File: src/rtl/pipe_ctrl.sv
// -----------------------------------------------------------------------------
// pipe_ctrl - central pipeline control for the six-stage MIPS core
//
// Merges stall requests from id/ex/mem into a per-stage hold vector, turns
// exception / eret commits into a one-cycle flush plus redirect PC, blanks
// further requests while the squashed stages drain, and flags a pipeline
// that has been stalled for too long.
//
// Parameters:
//   SQUASH_CYCLES  cycles after a flush during which requests are ignored (1..15)
//   STALL_TIMEOUT  consecutive stalled cycles that set stall_timeout (>= 2)
//
// Ports:
//   clk            core clock, rising edge
//   rst            asynchronous active-high reset
//   stallreq_id    id stage stall request (load-use hazard)
//   stallreq_ex    ex stage stall request (multi-cycle madd/div)
//   stallreq_mem   mem stage stall request (bus wait)
//   except_req     committed exception from mem
//   except_vec     handler address for except_req
//   eret_req       committed eret from mem
//   epc            return address for eret_req
//   stall[5:0]     per-stage hold, bit0 = pc ... bit5 = wb
//   flush          clear all pipeline registers this cycle
//   new_pc         redirect target, valid only while flush = 1 (0 otherwise)
//   stall_timeout  sticky watchdog flag, cleared only by rst
//
// Optional build macro PIPE_CTRL_PERF_EN adds:
//   perf_stall_cycles[31:0]  cycles with stall != 0 (wraps)
//   perf_flush_count[15:0]   flush cycles (saturates at 16'hFFFF)
// -----------------------------------------------------------------------------
module pipe_ctrl #(
  parameter int SQUASH_CYCLES = 2,
  parameter int STALL_TIMEOUT = 1024
) (
  input  logic        clk,
  input  logic        rst,
  input  logic        stallreq_id,
  input  logic        stallreq_ex,
  input  logic        stallreq_mem,
  input  logic        except_req,
  input  logic [31:0] except_vec,
  input  logic        eret_req,
  input  logic [31:0] epc,
  output logic [5:0]  stall,
  output logic        flush,
  output logic [31:0] new_pc,
  output logic        stall_timeout
`ifdef PIPE_CTRL_PERF_EN
  ,
  output logic [31:0] perf_stall_cycles,
  output logic [15:0] perf_flush_count
`endif
);

  localparam int              WD_W    = $clog2(STALL_TIMEOUT + 1);
  localparam logic [WD_W-1:0] WD_MAX  = WD_W'(STALL_TIMEOUT);
  localparam logic [3:0]      SQ_LOAD = 4'(SQUASH_CYCLES - 1);

  typedef enum logic [1:0] {
    RUN    = 2'd0,
    STALL  = 2'd1,
    SQUASH = 2'd2
  } state_t;

  state_t          state, state_nxt;
  logic [3:0]      sq_cnt, sq_cnt_nxt;
  logic [WD_W-1:0] wd_cnt, wd_cnt_nxt;
  logic [5:0]      stall_req;

  function automatic logic [WD_W-1:0] wd_sat_inc(input logic [WD_W-1:0] v);
    return (v == WD_MAX) ? v : v + WD_W'(1);
  endfunction

  // The latest requesting stage wins: holding a later stage implies holding
  // every earlier one.
  always_comb begin
    stall_req = 6'b000000;
    if (stallreq_mem)     stall_req = 6'b011111;
    else if (stallreq_ex) stall_req = 6'b001111;
    else if (stallreq_id) stall_req = 6'b000111;
  end

  always_comb begin
    state_nxt  = state;
    sq_cnt_nxt = sq_cnt;
    stall      = 6'b000000;
    flush      = 1'b0;
    new_pc     = 32'h0000_0000;
    case (state)
      RUN, STALL: begin
        if (except_req || eret_req) begin
          // Redirect overrides any stall request in the same cycle.
          flush      = 1'b1;
          new_pc     = except_req ? except_vec : epc;
          state_nxt  = SQUASH;
          sq_cnt_nxt = SQ_LOAD;
        end else begin
          stall     = stall_req;
          state_nxt = (stall_req != 6'b000000) ? STALL : RUN;
        end
      end
      SQUASH: begin
        // Requests from squashed bubbles are ignored until the window ends.
        if (sq_cnt == 4'd0) state_nxt = RUN;
        else                sq_cnt_nxt = sq_cnt - 4'd1;
      end
      default: state_nxt = RUN;
    endcase
    // Outputs are quiet for the whole reset pulse, not just after the edge.
    if (rst) begin
      stall  = 6'b000000;
      flush  = 1'b0;
      new_pc = 32'h0000_0000;
    end
  end

  assign wd_cnt_nxt = ((stall != 6'b000000) && !flush) ? wd_sat_inc(wd_cnt) : '0;

  always_ff @(posedge clk or posedge rst) begin
    if (rst) begin
      state         <= RUN;
      sq_cnt        <= 4'd0;
      wd_cnt        <= '0;
      stall_timeout <= 1'b0;
    end else begin
      state  <= state_nxt;
      sq_cnt <= sq_cnt_nxt;
      wd_cnt <= wd_cnt_nxt;
      if (wd_cnt_nxt == WD_MAX) stall_timeout <= 1'b1;
    end
  end

`ifdef PIPE_CTRL_PERF_EN
  function automatic logic [15:0] sat_inc16(input logic [15:0] v);
    return (v == 16'hFFFF) ? v : v + 16'd1;
  endfunction

  always_ff @(posedge clk or posedge rst) begin
    if (rst) begin
      perf_stall_cycles <= 32'd0;
      perf_flush_count  <= 16'd0;
    end else begin
      if (stall != 6'b000000) perf_stall_cycles <= perf_stall_cycles + 32'd1;
      if (flush)              perf_flush_count  <= sat_inc16(perf_flush_count);
    end
  end
`else
  // Performance counters are not built in this configuration.
`endif

endmodule

File: config.mk
export PLATFORM = sky130hd
export DESIGN_NAME = pipe_ctrl
export DESIGN_NICKNAME = d
export VERILOG_FILES = /design/src/rtl/pipe_ctrl.sv
export SDC_FILE = /design/constraint.sdc
export NUM_CORES = 1
export LEC_CHECK = 0
export BUFFER_PORTS_ARGS = -buffer_cell sky130_fd_sc_hd__buf_2
export CORE_MARGIN = 1.5
export CORE_UTILIZATION = 46
export CTS_BUF_LIST = sky130_fd_sc_hd__clkbuf_4 sky130_fd_sc_hd__clkbuf_8
export DETAILED_ROUTE_END_ITERATION = 8
export PLACE_DENSITY = 0.89
export SETUP_SLACK_MARGIN = 0.15
export SLEW_MARGIN = 20
export SYNTH_ARGS = -nofsm -noshare
export SYNTH_HDL_FRONTEND = slang
export SYNTH_SLANG_ARGS = --single-unit
File: constraint.sdc
create_clock -name clk -period 6.55 [get_ports clk]
set_clock_uncertainty 0.05 [all_clocks]
set_input_delay 1.965 -clock clk [delete_from_list [all_inputs] [get_ports clk]]
set_output_delay 1.965 -clock clk [all_outputs]
set_load 0.1 [all_outputs]
==> results.ini, run 1 <==
[worst_setup_path]
start_kind=input port
crit_chain=buf_2 -> nor4_4 -> nand2b_1 -> inv_2 -> buf_2
endpoint_kind=output pin
required_ns=4.53
worstPathMaxFanout=9
crit_top_cell=buf_2
crit_slowest_cell=buf_2
critPathMaxStageDelay_ns=0.44
path_delay_family=buffers and inverters
path_class=input port to output pin
r2r_slack_ns=4.60
crit_buf_inv=3
arrival_ns=3.33

[synthesis]
synth_top_cells_by_count=50 x nor2_1, 32 x mux2i_1, 18 x dfrtp_1
synth_top_family_by_area=simple AND/OR/NAND/NOR gates
yosysMostFrequentCell=nor2_1
synth.top_cell.area_share_pct=29.1
synth_ff_type=dfrtp_1
synth-adder-area-share_pct=2.42
synth_compound_area_share_pct=6.21
synthesis.area_sq_um=1550
synth_warnings=0
syn_area_per_cell_sq_um=8.25
yosysTopAreaCell=dfrtp_1
synth_nets=262
synth-simple-area-share_pct=27.1
synth-edff-count=0
synthCells=188
synth_xor_area_share_pct=7.34
ys_types=41
ys_seq_area_share_pct=29.1
synth_mux_area_share_pct=20.7
ys_async_sr_fraction_pct=100
yosys-top-cells-area=dfrtp_1 29%, mux2i_1 21%, nor2_1 12%
ys_ff_latch=18

[pwr]
peakVddDrop_mv=0.212
power_leakage_nw=1.22
combPwrFrac_pct=65.8
pwr-share-clk_pct=9.5
p_sw_share_pct=58.4
pwr-share-seq_pct=24.8
cell_internal_pwr_mw=0.234
powerDensity_nw_per_um2=260
switching_power_mw=0.328
p_total_mw=0.562

[clock_network]
cts_buffers=3
cts_resized=0
root_buffer=clkbuf_4
clkSinkCount=18
clk_path_buf_depth=2
htreeDepth=1
clk_pin_slew_ns=0.09
clk_latency_ns=0.29
cts_setup_buffers=0
cts_tree=done
cts_hold_buf=0

[detailed_routing]
via_count=1653
ant_nets=0
dr.first_iter.drc_count=107
routed_wl_um=4140
drc=0
drt-pass1-iter-count=4
via_per_inst=4.96
wl_per_cell_um=12.4

[sta]
finalMaxSlewViolations=0
setup-tns-final_ns=0
worst_hold_slack_ns=0.435
period_needed_ns=5.35
relSlewSlack_pct=66.6
hold_violations=0
rsz0062_at_grt=no
tightest_slew_ns=0.501
max_freq_ghz=0.187
setup_viol=0
period_share_pct=81.6

[flow_run]
cap_viol_max_count=0

[place]
portBuffers=109
dp_hpwl_um=3450
placedCellCount=330
routabilityCongestion=0.812

[floorplan]
die_y_um=61.1
core_area_sq_um=3130
die_area_sq_um=3730
rows=20
fp.dieW_um=61.1
initial_core_util_pct=49.6
num_io_pins=111

[cells_and_area]
postLayoutCoreUtil_pct=69.0
fillerInstances=258
drive_above_1_share_pct=41.5
antenna_cells=0
layout.nets=365
syn2layout_area_growth_pct=39.3
finalNonFillerCells=333

[global_route]
grt_usage_pct=21.3
grt_max_degree=34
grt_pass1_vias=1474
antenna_found_initial=0
grt_overflow_total=0
grt_pass1_wl_um=5980

[worst_hold_path]
hp-class=flop to flop

[outcome]
status=completed

-- stage by stage --
step | worst slack (ns) | area, sq um
detailed placement | 1.19 | 2140
floorplan | 0.418 | 1550
global placement | 1.19 | 2140
global route | 1.12 | 2160
finish | 1.20 | 2160
CTS | 1.20 | 2160
-- cell usage in the layout, fill, tap and decap left out, types with 2 or more instances in the layout --
master / netlist / routed
dfrtp_1: 18 / 18
a21oi_1: 3 / 3
clkbuf_4: 0 / 3
buf_2: 1 / 106
buf_4: 5 / 3
xnor2_1: 6 / 6
nor4_1: 2 / 2
nand3_1: 5 / 5
ha_1: 3 / 3
nor3_1: 2 / 2
o21ai_0: 3 / 3
nand2_1: 8 / 8
inv_1: 6 / 6
mux2i_1: 32 / 32
nand4_1: 4 / 4
xor2_1: 7 / 7
and3_1: 2 / 2
and4_1: 3 / 3
buf_12: 0 / 3
nand2b_1: 2 / 2
nor2_1: 50 / 50
-- registers in the layout (all words and copies together) (netlist names) --
register / count
wd_cnt: 11
sq_cnt: 4
state: 2
stall_timeout: 1
-- area by class of cell --
type / count / area [sq um] / area share [%]
Clock buffer: 3 / 22.5 / 1.04
Inverter: 7 / 26.3 / 1.22
Tap cell: 44 / 55.1 / 2.55
Sequential cell: 18 / 450 / 20.9
Timing Repair Buffer: 112 / 613 / 28.4
Multi-Input combinational cell: 149 / 992 / 45.9
-- worst paths after layout --
check                           cells after the start       endpoint          start
worst max-delay path                                5       stall[0]       eret_req
worst min-delay path                                1  stall_timeout  stall_timeout
worst max register to register                      6  stall_timeout      wd_cnt[0]
worst min register to register                      1  stall_timeout  stall_timeout
max in group asynchronous                           3      wd_cnt[2]            rst
min in group asynchronous                           3      sq_cnt[2]            rst
-- worst register-to-register path: cells and delay by family (launching register included) --
kind | cells | cell delay, ns
compound gates | 4 | 0.86
flops | 1 | 0.43
fa+ha+maj | 1 | 0.28
simple gates | 1 | 0.27
-- power groups by stage --
stage	Clock [mW]	Combinational [mW]	Sequential, mW
2_1_floorplan	0	0.298	0.140
3_3_place_gp	0	0.364	0.141
3_5_place_dp	0	0.368	0.141
4_1_cts	0.0555	0.369	0.139
5_1_grt	0.0592	0.386	0.141
6_report	0.0532	0.369	0.139
-- cell families (layout without fill, tap and decap cells) --
| family | after synthesis | after routing |
|---|---|---|
| fa+ha+maj | 3 | 3 |
| simple gates | 86 | 86 |
| buf+inv | 21 | 122 |
| compound gates | 14 | 14 |
| flops | 18 | 18 |
| other cells | 1 | 1 |
| mux | 32 | 32 |
| xor+xnor | 13 | 13 |
-- layer usage --
metal	routed length [um]	share of wire, %	GRT usage [%]
met4	99	2.4	8.70
met5	0	0	0
met1	1580	38	24.7
met3	204	4.9	3.36
met2	2250	54	38.8
Note: power is estimated with default switching activity, not from simulation.
==> run 2, diff against run 1 <==
--- a/config.mk
+++ b/config.mk
@@ -7,10 +7,10 @@
 export LEC_CHECK = 0
 export BUFFER_PORTS_ARGS = -buffer_cell sky130_fd_sc_hd__buf_2
 export CORE_MARGIN = 1.5
-export CORE_UTILIZATION = 46
+export CORE_UTILIZATION = 42
 export CTS_BUF_LIST = sky130_fd_sc_hd__clkbuf_4 sky130_fd_sc_hd__clkbuf_8
 export DETAILED_ROUTE_END_ITERATION = 8
-export PLACE_DENSITY = 0.89
+export PLACE_DENSITY = 0.82
 export SETUP_SLACK_MARGIN = 0.15
 export SLEW_MARGIN = 20
 export SYNTH_ARGS = -nofsm -noshare
==> constraint.sdc (replaced) <==
create_clock -name clk -period 4.99 [get_ports clk]
set_clock_uncertainty 0.05 [all_clocks]
set_input_delay 1.497 -clock clk [delete_from_list [all_inputs] [get_ports clk]]
set_output_delay 1.497 -clock clk [all_outputs]
set_load 0.1 [all_outputs]
==> run 2 against run 1 <==
  * Sequential share of layout area down 4.2 points
  * Non-clock buffer count grew 1
  * Worst setup slack got worse by 0.63 ns
  * Critical path type unchanged
  * Critical endpoint is now new_pc[4]
  * Highest routed layer unchanged
==> results.ini, run 2 (same netlist as run 1, synthesis figures left out) <==
[outcome]
status=completed  ; unchanged

[floorplan]
die_y_um=63.8  ; was 61.1 um
die_area_sq_um=4060  ; was 3730 sq um
initial_core_util_pct=45.0  ; was 49.6%
fp.dieW_um=63.8  ; was 61.1 um
rows=21  ; was 20
core_area_sq_um=3440  ; was 3130 sq um
num_io_pins=111  ; unchanged

[worst_setup_path]
crit_top_cell=nor2_1  ; was buf_2
path_delay_family=buffers and inverters  ; unchanged
endpoint_kind=output pin  ; unchanged
arrival_ns=2.87  ; was 3.33 ns
crit_start=except_req  ; was eret_req
start_kind=input port  ; unchanged
crit_slowest_cell=buf_2  ; unchanged
r2r-start=wd_cnt[0]  ; unchanged
critPathMaxStageDelay_ns=0.29  ; was 0.44 ns
crit_buf_inv=3  ; unchanged
required_ns=3.44  ; was 4.53 ns
crit_chain=buf_2 -> nor2_1 -> nor2_1 -> nand2_1 -> buf_4 -> nor2_1 -> buf_12  ; was buf_2 -> nor4_4 -> nand2b_1 -> inv_2 -> buf_2
worstPathMaxFanout=33  ; was 9
path_class=input port to output pin  ; unchanged

[global_route]
grt_overflow_total=0  ; unchanged
grt_max_degree=34  ; unchanged
grt_pass1_vias=1832  ; was 1,474
antenna_found_initial=0  ; unchanged
grt_pass1_wl_um=8050  ; was 5980 um
grt_usage_pct=25.2  ; was 21.3%

[worst_hold_path]
hp-start=stall_timeout  ; unchanged
hp-class=flop to flop  ; unchanged

[pwr]
powerDensity_nw_per_um2=336  ; was 260 nW/um^2
peakVddDrop_mv=0.209  ; was 0.212 mV
power_leakage_nw=1.34  ; was 1.22 nW

[place]
dp_hpwl_um=4240  ; was 3450 um
routabilityCongestion=0.873  ; was 0.812
portBuffers=109  ; unchanged

[cells_and_area]
drive_above_1_share_pct=41.9  ; was 41.5%
multi_input_area_sq_um=992  ; unchanged
layout_commonest_cell=buf_2  ; unchanged
register_area_sq_um=450  ; unchanged
largest_reg_flops=11  ; unchanged
largest-register=wd_cnt  ; unchanged
fillerInstances=199  ; was 258
reg_top3=wd_cnt (11), sq_cnt (4), state (2)  ; unchanged
syn2layout_area_growth_pct=74.0  ; was 39.3%
final_cell_mix=73 x buf_2, 50 x nor2_1, 36 x buf_12, 32 x mux2i_1, 18 x dfrtp_1  ; was 106 x buf_2, 50 x nor2_1, 32 x mux2i_1, 18 x dfrtp_1, 8 x nand2_1
postLayoutCoreUtil_pct=78.4  ; was 69.0%
layout.nets=366  ; was 365
antenna_cells=0  ; unchanged

[sta]
period_needed_ns=4.42
setup-tns-final_ns=0  ; unchanged
setup_viol=0  ; unchanged
finalMaxSlewViolations=0  ; unchanged
max_freq_ghz=0.226
rsz0062_at_grt=no  ; unchanged
worst_hold_slack_ns=0.417  ; was 0.435 ns
hold_violations=0  ; unchanged
period_share_pct=88.5

[clock_network]
clkSinkCount=18  ; unchanged
root_buffer=clkbuf_8  ; was clkbuf_4
clk_latency_ns=0.26  ; was 0.29 ns
clk_path_buf_depth=2  ; unchanged
clk_pin_slew_ns=0.07  ; was 0.09 ns
cts_resized=0  ; unchanged
htreeDepth=1  ; unchanged
cts_tree=done  ; unchanged
cts_hold_buf=0  ; unchanged
cts_buffers=3  ; unchanged
cts_setup_buffers=0  ; unchanged

[detailed_routing]
via_count=1743  ; was 1,653
drt-pass1-iter-count=4  ; unchanged
wl_per_cell_um=14.7  ; was 12.4 um
drc=0  ; unchanged
routed_wl_um=4960  ; was 4140 um
dr.first_iter.drc_count=134  ; was 107
ant_nets=0  ; unchanged
via_per_inst=5.17  ; was 4.96

[flow_run]
cap_viol_max_count=0  ; unchanged

## run 2: layout make-up
class	instances	area share, %
clock buffers	4	2.04
inverters	7	0.974
multi-input cells	149	36.8
flip-flops and latches	18	16.7
well taps	46	2.13
repair buffers	113	41.4
## run 2: worst paths after layout
kind,to,slack (ns),cells after the start
max,new_pc[4],0.57,7
min,stall_timeout,0.42,1
max reg2reg,stall_timeout,3.08,6
min reg2reg,stall_timeout,0.42,1
max in group asynchronous,wd_cnt[7],3.46,3
min in group asynchronous,sq_cnt[2],1.24,3
## run 2: through the flow
| stage | power [mW] | setup slack [ns] | instances | area (sq um) |
|---|---|---|---|---|
| 3_5_place_dp | 0.792 | 0.590 | 333 | 2640 |
| 2_1_floorplan | 0.575 | -0.206 | 188 | 1550 |
| 3_3_place_gp | 0.778 | 0.645 | 333 | 2640 |
| 4_1_cts | 0.912 | 0.587 | 337 | 2700 |
| 6_report | 0.906 | 0.574 | 337 | 2700 |
| 5_1_grt | 0.947 | 0.440 | 337 | 2700 |
## run 2: routing by layer
metal	track usage [%]	share of wire, %	vias to the layer above
li1	-	-	845
met2	47.6	55	78
met4	10.9	2.7	0
met5	0	0	-
met3	5.99	6.2	12
met1	26.2	36	808
## run 2: report_power, final
part,total [mW],internal (mW),switching (mW)
registers,0.184,0.165,0.0186
logic,0.603,0.208,0.395
clock network,0.119,0.0702,0.0490
total,0.906,0.443,0.463
==> run 3, diff against run 2 <==
--- a/config.mk
+++ b/config.mk
@@ -10,7 +10,7 @@
 export CORE_UTILIZATION = 42
 export CTS_BUF_LIST = sky130_fd_sc_hd__clkbuf_4 sky130_fd_sc_hd__clkbuf_8
 export DETAILED_ROUTE_END_ITERATION = 8
-export PLACE_DENSITY = 0.82
+export PLACE_DENSITY = 0.94
 export SETUP_SLACK_MARGIN = 0.15
 export SLEW_MARGIN = 20
 export SYNTH_ARGS = -nofsm -noshare
==> run 3 against run 2 <==
  * Combinational power rose by 0.7%
  * Worst setup slack improved by 0.083 ns
  * Via count rose by 2.2%
  * Sequential power barely moved
  * Hold slack improved by 0.014 ns
  * Largest cell class unchanged
==> results.ini, run 3 (same netlist as run 1, synthesis figures left out) <==
[outcome]
status=completed  ; unchanged

[worst_hold_path]
hold_end=stall_timeout  ; unchanged
hp-start=stall_timeout  ; unchanged
hp-class=flop to flop  ; unchanged
hold_path_depth=1  ; unchanged

[cells_and_area]
syn2layout_area_growth_pct=73.5  ; was 74.0%
largest-register=wd_cnt  ; unchanged
reg_top3=wd_cnt (11), sq_cnt (4), state (2)  ; unchanged
final_area_sq_um=2690  ; was 2700 sq um
register_area_sq_um=450  ; unchanged
final_cell_mix=73 x buf_2, 50 x nor2_1, 36 x buf_12, 32 x mux2i_1, 18 x dfrtp_1  ; unchanged
postLayoutCoreUtil_pct=78.2  ; was 78.4%
largest_reg_flops=11  ; unchanged
antenna_cells=0  ; unchanged
fillerInstances=181  ; was 199
multi_input_area_sq_um=992  ; unchanged
layout_commonest_cell=buf_2  ; unchanged
drive_above_1_share_pct=41.7  ; was 41.9%
layout.nets=365  ; was 366

[pwr]
pwr-share-seq_pct=20.2  ; was 20.3%
p_sw_share_pct=51.5  ; was 51.1%
power_leakage_nw=1.33  ; was 1.34 nW
peakVddDrop_mv=0.244  ; was 0.209 mV
pwr-share-clk_pct=13.3  ; was 13.2%
powerDensity_nw_per_um2=339  ; was 336 nW/um^2
switching_power_mw=0.470  ; was 0.463 mW
combPwrFrac_pct=66.5  ; about the same
cell_internal_pwr_mw=0.443  ; about the same

[sta]
relSlewSlack_pct=64.9
tightest_slew_ns=0.526
hold_violations=0  ; unchanged
period_share_pct=86.8  ; was 88.5%
setup_viol=0  ; unchanged
period_needed_ns=4.33  ; was 4.42 ns
rsz0062_at_grt=no  ; unchanged
finalMaxSlewViolations=0  ; unchanged
max_freq_ghz=0.231  ; was 0.226 GHz

[clock_network]
root_buffer=clkbuf_8  ; unchanged
clkSinkCount=18  ; unchanged
clk_latency_ns=0.25  ; was 0.26 ns
cts_resized=0  ; unchanged
htreeDepth=1  ; unchanged
cts_tree=done  ; unchanged
cts_hold_buf=0  ; unchanged
cts_setup_buffers=0  ; unchanged
cts_buffers=3  ; unchanged
clk_pin_slew_ns=0.07  ; about the same
clk_path_buf_depth=2  ; unchanged

[global_route]
grt_overflow_total=0  ; unchanged
grt_usage_pct=28.0  ; was 25.2%
antenna_found_initial=0  ; unchanged
grt_max_degree=34  ; unchanged
grt_pass1_vias=1934  ; was 1,832
grt_pass1_wl_um=8880  ; was 8050 um

[detailed_routing]
ant_nets=0  ; unchanged
dr.first_iter.drc_count=179  ; was 134
wl_per_cell_um=16.6  ; was 14.7 um
routed_wl_um=5570  ; was 4960 um
drc=0  ; unchanged
via_per_inst=5.30  ; was 5.17
drt-pass1-iter-count=4  ; unchanged
via_count=1782  ; was 1,743

[flow_run]
cap_viol_max_count=0  ; unchanged

[floorplan]
fp.dieW_um=63.8  ; unchanged
die_y_um=63.8  ; unchanged
core_area_sq_um=3440  ; unchanged
initial_core_util_pct=45.0  ; unchanged
die_area_sq_um=4060  ; unchanged
rows=21  ; unchanged
num_io_pins=111  ; unchanged

[worst_setup_path]
arrival_ns=2.79  ; was 2.87 ns
required_ns=3.44  ; about the same
worst_r2r_path_depth=6  ; unchanged
worstPathMaxFanout=33  ; unchanged
endpoint_kind=output pin  ; unchanged
start_kind=input port  ; unchanged
path_class=input port to output pin  ; unchanged
r2r-start=wd_cnt[0]  ; unchanged
rr_endpoint=stall_timeout  ; unchanged
r2r_slack_ns=2.99  ; was 3.08 ns

[place]
placed_area_sq_um=2640  ; about the same
dp_hpwl_um=4610  ; was 4240 um
routabilityCongestion=0.845  ; was 0.873
portBuffers=109  ; unchanged

-- run 3: cell count changes in the layout (fill, tap and decap cells not counted), sizes merged --
cell,delta
buf,-1
-- run 3: layout make-up --
type / instances / share of cell area, %
flip-flops and latches: 18 / 16.7
repair buffers: 112 / 41.2
inverters: 7 / 0.977
clock buffers: 4 / 2.05
well taps: 46 / 2.14
multi-input cells: 149 / 36.9
-- run 3: power by group through the flow --
stage | clock (mW) | combinational [mW] | sequential [mW]
3_3_place_gp | 0 | 0.591 | 0.185
6_report | 0.121 | 0.607 | 0.185
2_1_floorplan | 0 | 0.391 | 0.184
3_5_place_dp | 0 | 0.608 | 0.186
4_1_cts | 0.119 | 0.609 | 0.184
5_1_grt | 0.126 | 0.631 | 0.187
-- run 3: worst max path at each step --
stage	from	to	slack (ns)	depth (start not counted)
final	except_req	new_pc[24]	0.66	5
after global routing	except_req	new_pc[24]	0.61	5
after CTS	except_req	new_pc[17]	0.68	5
after detailed placement	except_req	new_pc[17]	0.68	5
after global placement	except_req	new_pc[14]	0.75	5
after floorplan	rst	new_pc[12]	-0.21	4
-- run 3: critical path: stages --
cell and delay [ns]:
buf_2 0.14, buf_4 0.46, mux2i_1 0.21, nor2_1 0.23, buf_12 0.21
-- run 3: metal layers --
metal	GRT usage, %	wire (um)	up-vias
met3	4.75	315	22
met1	27.7	1860	840
met5	0	0	-
li1	-	-	841
met2	55.9	3180	79
met4	12.8	211	0
-- run 3: metrics by stage --
stage	hold slack [ns]	worst slack (ns)	power [mW]	TNS (ns)	instances
2_1_floorplan	0.459	-0.206	0.575	-5.97	188
3_3_place_gp	0.402	0.751	0.776	0	332
3_5_place_dp	0.417	0.685	0.795	0	332
4_1_cts	0.435	0.683	0.912	0	336
5_1_grt	0.468	0.606	0.944	0	336
6_report	0.431	0.657	0.913	0	336
